$ cat src/rtl/uart_tx_scheduler.sv
// uart_tx_scheduler
//   Round-robin scheduler that shares one UART transmitter between NUM_REQ
//   status requesters. Each grant becomes a 4-byte frame
//   (header, source id, data, xor checksum), pushed one byte at a time and
//   paced on the transmitter's busy output.
//
// Ports
//   clk          rising-edge system clock
//   rst_n        synchronous active-low reset
//   req_valid    per-requester pending flag (level, held until acked)
//   req_data     status bytes, requester i on [8i+7:8i]
//   req_ack      one-cycle grant pulse; req_data captured that cycle
//   tx_start     one-cycle start pulse to the transmitter
//   tx_data      byte to the transmitter, held between loads
//   tx_busy      transmitter busy
//   frame_active high from grant until frame completes or aborts
//   cur_src      id of the requester being served
//   err_timeout  sticky: tx_busy failed to rise within BUSY_TIMEOUT cycles
//   err_clr      clears err_timeout
module uart_tx_scheduler #(
  parameter int          NUM_REQ      = 4,
  parameter logic [7:0]  HEADER_BYTE  = 8'hA5,
  parameter int          BUSY_TIMEOUT = 16
) (
  input  logic                 clk,
  input  logic                 rst_n,
  input  logic [NUM_REQ-1:0]   req_valid,
  input  logic [8*NUM_REQ-1:0] req_data,
  output logic [NUM_REQ-1:0]   req_ack,
  output logic                 tx_start,
  output logic [7:0]           tx_data,
  input  logic                 tx_busy,
  output logic                 frame_active,
  output logic [2:0]           cur_src,
  output logic                 err_timeout,
  input  logic                 err_clr
);

  localparam int CW = $clog2(BUSY_TIMEOUT + 1);

  typedef enum logic [1:0] {IDLE, SEND, WAIT_HI, WAIT_LO} state_t;

  state_t        state_q, state_d;
  logic [2:0]    rr_ptr_q, rr_ptr_d;
  logic [1:0]    byte_idx_q, byte_idx_d;
  logic [CW-1:0] cnt_q, cnt_d;
  logic [7:0]    data_q, data_d;
  logic [2:0]    cur_src_q, cur_src_d;
  logic [7:0]    tx_data_q, tx_data_d;
  logic          err_q, err_d;
  logic          frame_active_q, frame_active_d;

  logic [7:0]    valid_ext;
  logic [2:0]    scan_idx;
  logic          grant_found;
  logic [2:0]    grant_idx;
  logic [7:0]    data_sel;
  logic [7:0]    cur_byte;
  logic [7:0]    checksum;
  logic [2:0]    next_ptr;

  // Rotating priority scan: first pending requester at or above rr_ptr,
  // wrapping modulo NUM_REQ. valid_ext lets a 3-bit index address any width.
  always_comb begin
    valid_ext   = 8'(req_valid);
    scan_idx    = '0;
    grant_found = 1'b0;
    grant_idx   = '0;
    for (int k = 0; k < NUM_REQ; k++) begin
      scan_idx = 3'((int'(rr_ptr_q) + k) % NUM_REQ);
      if (!grant_found && valid_ext[scan_idx]) begin
        grant_found = 1'b1;
        grant_idx   = scan_idx;
      end
    end
  end

  always_comb begin
    data_sel = '0;
    for (int i = 0; i < NUM_REQ; i++) begin
      if (grant_idx == 3'(i)) data_sel = req_data[8*i +: 8];
    end
  end

  always_comb begin
    checksum = HEADER_BYTE ^ {5'b0, cur_src_q} ^ data_q;
    case (byte_idx_q)
      2'd0:    cur_byte = HEADER_BYTE;
      2'd1:    cur_byte = {5'b0, cur_src_q};
      2'd2:    cur_byte = data_q;
      default: cur_byte = checksum;
    endcase
    next_ptr = 3'((int'(cur_src_q) + 1) % NUM_REQ);
  end

  always_comb begin
    state_d        = state_q;
    rr_ptr_d       = rr_ptr_q;
    byte_idx_d     = byte_idx_q;
    cnt_d          = cnt_q;
    data_d         = data_q;
    cur_src_d      = cur_src_q;
    tx_data_d      = tx_data_q;
    frame_active_d = frame_active_q;
    req_ack        = '0;
    tx_start       = 1'b0;
    // Clear first so that a same-cycle timeout below overrides it.
    err_d          = err_clr ? 1'b0 : err_q;

    case (state_q)
      IDLE: begin
        if (grant_found) begin
          // The ack is suppressed while reset is asserted so no grant
          // escapes from a frame that is being dropped.
          for (int i = 0; i < NUM_REQ; i++) begin
            req_ack[i] = rst_n && (grant_idx == 3'(i));
          end
          data_d         = data_sel;
          cur_src_d      = grant_idx;
          byte_idx_d     = '0;
          frame_active_d = 1'b1;
          state_d        = SEND;
        end
      end
      SEND: begin
        if (!tx_busy) begin
          tx_start  = 1'b1;
          tx_data_d = cur_byte;
          cnt_d     = '0;
          state_d   = WAIT_HI;
        end
      end
      WAIT_HI: begin
        if (tx_busy) begin
          state_d = WAIT_LO;
        end else begin
          cnt_d = cnt_q + CW'(1);
          if (cnt_d == CW'(BUSY_TIMEOUT)) begin
            err_d          = 1'b1;
            frame_active_d = 1'b0;
            rr_ptr_d       = next_ptr;
            state_d        = IDLE;
          end
        end
      end
      WAIT_LO: begin
        if (!tx_busy) begin
          if (byte_idx_q == 2'd3) begin
            frame_active_d = 1'b0;
            rr_ptr_d       = next_ptr;
            state_d        = IDLE;
          end else begin
            byte_idx_d = byte_idx_q + 2'd1;
            state_d    = SEND;
          end
        end
      end
      default: state_d = IDLE;
    endcase
  end

  always_ff @(posedge clk) begin
    if (!rst_n) begin
      state_q        <= IDLE;
      rr_ptr_q       <= '0;
      byte_idx_q     <= '0;
      cnt_q          <= '0;
      data_q         <= '0;
      cur_src_q      <= '0;
      tx_data_q      <= '0;
      err_q          <= 1'b0;
      frame_active_q <= 1'b0;
    end else begin
      state_q        <= state_d;
      rr_ptr_q       <= rr_ptr_d;
      byte_idx_q     <= byte_idx_d;
      cnt_q          <= cnt_d;
      data_q         <= data_d;
      cur_src_q      <= cur_src_d;
      tx_data_q      <= tx_data_d;
      err_q          <= err_d;
      frame_active_q <= frame_active_d;
    end
  end

  assign tx_data      = tx_data_d;
  assign frame_active = frame_active_q;
  assign cur_src      = cur_src_q;
  assign err_timeout  = err_q;

endmodule

$ cat config.mk
export PLATFORM = sky130hd
export DESIGN_NAME = uart_tx_scheduler
export DESIGN_NICKNAME = d
export VERILOG_FILES = /design/src/rtl/uart_tx_scheduler.sv
export SDC_FILE = /design/constraint.sdc
export NUM_CORES = 1
export LEC_CHECK = 0
export BUFFER_PORTS_ARGS = -buffer_cell sky130_fd_sc_hd__buf_4
export CORE_AREA = 3 3 64 66
export CTS_BUF_LIST = sky130_fd_sc_hd__clkbuf_8 sky130_fd_sc_hd__clkbuf_16
export CTS_CLUSTER_DIAMETER = 100
export DETAILED_ROUTE_END_ITERATION = 10
export DIE_AREA = 0 0 67 69
export PLACE_DENSITY_LB_ADDON = 0.05
export SLEW_MARGIN = 25
export SYNTH_ARGS = -nofsm -noshare
export SYNTH_HDL_FRONTEND = slang
export SYNTH_SLANG_ARGS = --single-unit
$ cat constraint.sdc
create_clock -name clk -period 2.4 [get_ports clk]
set_input_delay 0.48 -clock clk [delete_from_list [all_inputs] [get_ports clk]]
set_output_delay 0.48 -clock clk [all_outputs]
set_load 0.02 [all_outputs]
==> results.sh, run 1 <==
export IMPL_r2r_cells=5
export IMPL_skew_ps=4.368
export IMPL_min_path_type="register to register"
export IMPL_gp_congestion=0.8194
export IMPL_synth_ff_latch_count=31
export IMPL_crit_type="register to primary output"
export IMPL_synth_avg_cell_area_um2=7.893
export IMPL_rr_endpoint="data_q[2]"
export IMPL_holdPathEnd="tx_data_q[2]"
export IMPL_dominantRegCellSynth="dfxtp_1"
export IMPL_drcViolationCount=0
export IMPL_r2r_slack_ps=450
export IMPL_synth_yosys_seq_area_share_pct=31.45
export IMPL_worstMarginPinSlew_ps=686.0
export IMPL_tns_ps=0
export IMPL_synth_edf_count=0
export IMPL_fmaxAchievable_mhz=445.3
export IMPL_dp_final_hpwl_um=3688
export IMPL_holdBufCountCts=0
export IMPL_drtIter0Drc=169
export IMPL_start_util_pct=54.30
export IMPL_setup_ws_ps=154.1
export IMPL_portBuffers=56
export IMPL_synth_area_leader_cell="dfxtp_1"
export IMPL_post_route_period_util_pct=93.58
export IMPL_finalSetupViolCount=0
export IMPL_final_nets=350
export IMPL_critPathLaunchType="register"
export IMPL_grt_max_degree=24
export IMPL_finalCriticalPeriod_ps=2246
export IMPL_io_pins=58
export IMPL_syn_num_nets=295
export IMPL_viasPerCell=5.585
export IMPL_num_vias=1977
export IMPL_place_ws_ps=233.5
export IMPL_ys_warn_count=0
export IMPL_synthTopCellsByArea="dfxtp_1, nand2_1, mux2i_1, a21oi_1, nor2_1"
export IMPL_cts_buffers=5
export IMPL_clock_sinks=31
export IMPL_wl_per_cell_um=13.81
export IMPL_die_area_mm2=0.004623
export IMPL_path_common_cell="inv_1"
export IMPL_die_w_um=67
export IMPL_hold_path_startpoint="tx_data_q[2]"
export IMPL_grt_usage_pct=21.91
export IMPL_rsz0062_at_grt="false"
export IMPL_grt_pass1_vias=1827
export IMPL_clock_path_buffers=2
export IMPL_layout_drive_gt1_share_pct=27.12
export IMPL_cpPeakStageDelay_ps=470
export IMPL_syn_cell_area_mm2=0.001973
export IMPL_row_count=22
export IMPL_core_mm2=0.003633
export IMPL_htreeDepth=2
export IMPL_clk_latency_ps=280
export IMPL_n_fill_cell=338
export IMPL_synth_async_reset_ratio_pct=0
export IMPL_routed_wl_um=4889
export IMPL_cts_root_buf="clkbuf_8"
export IMPL_end_kind="primary output"
export IMPL_worst_ep_arrival_time_ps=1770
export IMPL_antenna_found_initial=0
export IMPL_p_leak_nw=1.062
export IMPL_clk_pin_slew_ps=60
export IMPL_outcome="completed"
export IMPL_drv_slew=0
export IMPL_diodes=0
export IMPL_relSlewSlack_pct=54.22
export IMPL_ant_nets=0
export IMPL_drt_pass1_iter_count=4
export IMPL_grt_pass1_wl_um=8155
export IMPL_power_density_mw_per_mm2=524.0
export IMPL_reg2reg_from="state_q[1]"
export IMPL_crit_fanout=14
export IMPL_required_ps=1920
export IMPL_synth_cells=250
export IMPL_areaGrowthSynthToFinish_pct=27.71
export IMPL_hold_viol_final=0
export IMPL_vdd_ir_drop_max_mv=0.3129
export IMPL_maxCapViolCount=0
export IMPL_cts_tree="done"
export IMPL_hold_path_depth=2
export IMPL_gr_total_overflow=0
export IMPL_cp_slowest_cell="or3_4"
export IMPL_ys_types=46
export IMPL_die_h_um=69
export IMPL_path_cells="inv_1, or3_4, inv_1, nand3_1, nand2_1, buf_4"
export IMPL_synth_top_area_share_pct=31.45
flip-flops by register name, summed over array words and instances, names as in the netlist:
register / cells
err_timeout: 1
cur_src: 2
cnt_q: 5
byte_idx_q: 2
frame_active: 1
rr_ptr_q: 2
state_q: 2
tx_data_q: 8
data_q: 8
per-layer routing:
layer	global-route usage [%]	vias to the layer above	part of all wire (%)
met5	0	-	0
met4	6.757	0	1.2
met3	5.375	5	4.6
met2	35.26	52	48
met1	28.34	915	46
li1	-	1005	-
critical path, delay by kind of cell, from the launching register on:
| kind | cells | cell delay, ps |
|---|---|---|
| and+or+nand+nor | 3 | 650 |
| buffers and inverters | 3 | 430 |
| DFF | 1 | 390 |
repair_timing:
action	4_1_cts	5_1_grt
resized for setup	0	3
setup buffers	0	0
hold endpoints to repair	0	0
setup endpoints to repair	0	5
layout by cell type, fill, tap and decap left out, types with 2 or more instances in the layout:
cell type  synthesis  layout
inv_1             12      14
a21oi_1           19      19
and2_1             8       8
o21a_1             3       3
ha_1               5       3
dfxtp_1           31      30
buf_4              3      64
nand4_1            2       2
o21ai_1            4       4
a31oi_1            3       3
mux2i_1           11      11
nor4_1             9       9
nand2b_1           6       6
nor3_1             2       2
a21o_1             2       2
a211oi_1           3       3
a2111oi_0          4       4
o21ai_0           12      12
o22ai_1            2       2
a21boi_0           5       5
nor2_1            23      23
ha_2               0       2
a31o_1             5       5
o221ai_1           3       3
nand2_1           31      31
clkbuf_8           0       5
nand3_1           11      11
power breakdown:
part           leakage [nW]  switching (mW)  total [mW]  internal, mW
registers             0.253          0.0341       0.585         0.550
logic                 0.758           0.192       0.353         0.161
clock network        0.0505           0.188       0.382         0.194
per-stage QoR:
step                util [%]  cell area, µm²  hold slack (ps)  total power [mW]  instances
global route           69.35            2520            485.8             1.382        354
floorplan                  -            1973            439.9            0.8080        250
finish                 69.35            2520            459.6             1.320        354
CTS                    69.18            2514            460.8             1.322        354
global placement       66.94            2432            447.6            0.9413        346
detailed placement     66.94            2432            452.6            0.9465        346
logic make-up after synthesis:
family	count (synthesis)	synth area share [%]
xor gates and xnor gates	1	0.4440
muxes	11	5.580
buffers and inverters	28	6.405
AOI/OAI and AO/OA	75	28.47
DFF	31	31.45
other	1	0.1901
and+or+nand+nor	98	24.29
adders and majority gates	5	3.171
worst max path at each step:
stage                              from          to  slack (ps)  cells after the start
final                        state_q[0]  tx_data[3]         150                      6
after global routing      byte_idx_q[1]  tx_data[0]          30                      7
after CTS                 byte_idx_q[1]  tx_data[0]          30                      5
after detailed placement   req_valid[1]  req_ack[0]         230                      7
after global placement     req_valid[1]  req_ack[2]         270                      7
after floorplan            req_valid[2]  req_ack[1]         340                      6
synthesized netlist by cell type (2+ instances only):
library cell,number
nand4_1,2
inv_1,12
a2111oi_0,4
a21oi_1,19
a31oi_1,3
o21ai_1,4
o221ai_1,3
nand3_1,11
ha_1,5
a21boi_0,5
nor4_1,9
clkbuf_1,10
buf_4,3
o21ai_0,12
dfxtp_1,31
a21o_1,2
and2_1,8
a211oi_1,3
nor2_1,23
nor3_1,2
o21a_1,3
o22ai_1,2
mux2i_1,11
a31o_1,5
nand2b_1,6
nand2_1,31
buf_2,2
cell type report:
type / instances / area [µm²] / share of cell area (%)
Clock buffer: 5 / 68.82 / 2.731
Clock inverter: 3 / 12.51 / 0.4965
Inverter: 12 / 45.04 / 1.787
Multi-Input combinational cell: 191 / 1231 / 48.86
Sequential cell: 31 / 621.8 / 24.68
Tap cell: 48 / 60.06 / 2.383
Timing Repair Buffer: 64 / 480.5 / 19.07
Power figures use the tool's default switching activity.
==> inputs of run 2 (changes only) <==
--- a/config.mk
+++ b/config.mk
@@ -11,7 +11,7 @@
 export CTS_CLUSTER_DIAMETER = 100
 export DETAILED_ROUTE_END_ITERATION = 10
 export DIE_AREA = 0 0 67 69
-export PLACE_DENSITY_LB_ADDON = 0.05
+export PLACE_DENSITY_LB_ADDON = 0.3
 export SLEW_MARGIN = 25
 export SYNTH_ARGS = -nofsm -noshare
 export SYNTH_HDL_FRONTEND = slang
==> run 2 against run 1 <==
  * Global-route usage is 0.084 points higher
  * Non-clock buffer count is 1 lower
  * Worst setup slack better by 14 ps
  * First-iteration DRC count is 21% lower
  * Critical path depth is 1 higher
  * Final cell count is 0.28% lower
==> results.sh, run 2 (synthesis results as in run 1) <==
export IMPL_fmaxAchievable_mhz=448.1
export IMPL_ant_nets=0
export IMPL_p_clk_share_pct=36.2
export IMPL_drcViolationCount=0
export IMPL_grt_usage_pct=21.99
export IMPL_outcome="completed"
export IMPL_grt_pass1_wl_um=8176
export IMPL_worst_ep_arrival_time_ps=1750
export IMPL_p_leak_nw=1.074
export IMPL_power_frac_comb_pct=24.3
export IMPL_skew_ps=2.199
export IMPL_rsz0062_at_grt="false"
export IMPL_num_vias=1961
export IMPL_routed_wl_um=4748
export IMPL_n_fill_cell=325
export IMPL_hold_path_depth=2
export IMPL_cp_slowest_cell="dfxtp_1"
export IMPL_reg_top3="data_q (8), tx_data_q (8), cnt_q (5)"
export IMPL_tns_ps=0
export IMPL_p_int_mw=1.047
export IMPL_clock_sinks=31
export IMPL_crit_type="register to primary output"
export IMPL_postCtsSetupBuffers=0
export IMPL_final_nets=349
export IMPL_layout_drive_gt1_share_pct=27.21
export IMPL_critPathLaunchType="register"
export IMPL_gp_congestion=0.8431
export IMPL_die_area_mm2=0.004623
export IMPL_grt_pass1_vias=1854
export IMPL_dp_final_hpwl_um=3506
export IMPL_final_cells=353
export IMPL_die_w_um=67
export IMPL_r2r_slack_ps=500
export IMPL_rr_endpoint="data_q[0]"
export IMPL_die_h_um=69
export IMPL_drt_pass1_iter_count=4
export IMPL_cts_root_buf="clkbuf_8"
export IMPL_end_kind="primary output"
export IMPL_r2r_cells=5
export IMPL_diodes=0
export IMPL_worstMarginPinSlew_ps=702.6
export IMPL_wl_per_cell_um=13.45
export IMPL_maxCapViolCount=0
export IMPL_required_ps=1920
export IMPL_cts_resized=0
export IMPL_min_path_type="register to register"
export IMPL_finalCriticalPeriod_ps=2232
export IMPL_io_pins=58
export IMPL_viasPerCell=5.555
export IMPL_gr_total_overflow=0
export IMPL_hold_viol_final=0
export IMPL_layout_commonest_cell="buf_4"
export IMPL_core_mm2=0.003633
export IMPL_drv_slew=0
export IMPL_clk_latency_ps=280
export IMPL_hold_path_startpoint="tx_data_q[7]"
export IMPL_switching_share_pct=28.53
export IMPL_post_route_period_util_pct=92.99
export IMPL_cts_buffers=5
export IMPL_row_count=22
export IMPL_finalSetupViolCount=0
export IMPL_clock_path_buffers=2
export IMPL_place_inst=345
export IMPL_path_cells="inv_1, ha_1, a21oi_1, nor2_1, a221oi_2, o21ai_1, buf_4"
export IMPL_p_seq_share_pct=39.5
export IMPL_start_util_pct=54.30
export IMPL_htreeDepth=2
export IMPL_areaGrowthSynthToFinish_pct=29.30
export IMPL_crit_fanout=7
export IMPL_relSlewSlack_pct=53.11
export IMPL_portBuffers=56
export IMPL_reg2reg_from="state_q[1]"
export IMPL_holdBufCountCts=0
export IMPL_most_common_layout_cells="buf_4, nand2_1, dfxtp_1, nor2_1, a21oi_1"
export IMPL_switching_power_mw=0.4180
export IMPL_cts_tree="done"
export IMPL_cpPeakStageDelay_ps=380
export IMPL_vdd_ir_drop_max_mv=0.3204
export IMPL_holdPathEnd="tx_data_q[7]"
export IMPL_power_density_mw_per_mm2=574.4
export IMPL_grt_max_degree=24
export IMPL_antenna_found_initial=0
export IMPL_drtIter0Drc=133
export IMPL_clk_pin_slew_ps=60
## run 2: power groups by stage
stage                     logic [mW]  registers, mW  clock network (mW)
after detailed placement       0.353          0.590                   0
after global routing           0.392          0.585               0.559
after CTS                      0.355          0.579               0.537
after floorplan                0.223          0.585                   0
after global placement         0.351          0.589                   0
final                          0.356          0.579               0.530
## run 2: worst max path at each step
stage,from,endpoint,slack (ps),depth (start not counted)
6_report,byte_idx_q[0],tx_data[0],170,7
5_1_grt,byte_idx_q[0],tx_data[0],20,7
4_1_cts,byte_idx_q[1],tx_data[0],90,5
3_5_place_dp,req_valid[1],req_ack[2],230,7
3_3_place_gp,req_valid[1],req_ack[0],290,7
2_1_floorplan,req_valid[2],req_ack[1],340,6
## run 2: area by class of cell
cell class                      instances  area, µm²  share of cell area (%)
Clock buffer                            6      82.58                   3.237
Clock inverter                          2      35.03                   1.373
Inverter                               12      45.04                   1.766
Multi-Input combinational cell        191       1235                   48.41
Sequential cell                        31      620.6                   24.33
Tap cell                               48      60.06                   2.354
Timing Repair Buffer                   63      473.0                   18.54
## run 2: worst max-delay path: cells and delay by family (launching register included)
| kind | cells | cell delay (ps) |
|---|---|---|
| adder cells (fa/ha/maj) | 1 | 280 |
| AND/OR/NAND/NOR | 1 | 70 |
| flip-flops | 1 | 380 |
| AO/OA/AOI/OAI | 3 | 480 |
| buffers and inverters | 2 | 260 |
## run 2: metal layers
metal	vias to the layer above	global-route usage (%)	wire length [µm]
li1	1003	-	-
met1	885	30.39	2164
met2	68	33.62	2205
met3	5	2.769	306
met4	0	9.685	72
met5	-	0	0
## run 2: through the flow
| step | util, % | setup slack, ps | hold WS [ps] | power, mW | cell area, µm² |
|---|---|---|---|---|---|
| 2_1_floorplan | - | 335.6 | 439.9 | 0.8080 | 1973 |
| 3_3_place_gp | 66.74 | 288.8 | 447.5 | 0.9396 | 2425 |
| 3_5_place_dp | 66.74 | 231.1 | 452.3 | 0.9435 | 2425 |
| 4_1_cts | 69.97 | 87.38 | 461.6 | 1.470 | 2542 |
| 5_1_grt | 70.21 | 17.14 | 490.1 | 1.536 | 2551 |
| 6_report | 70.21 | 168.3 | 460.7 | 1.465 | 2551 |
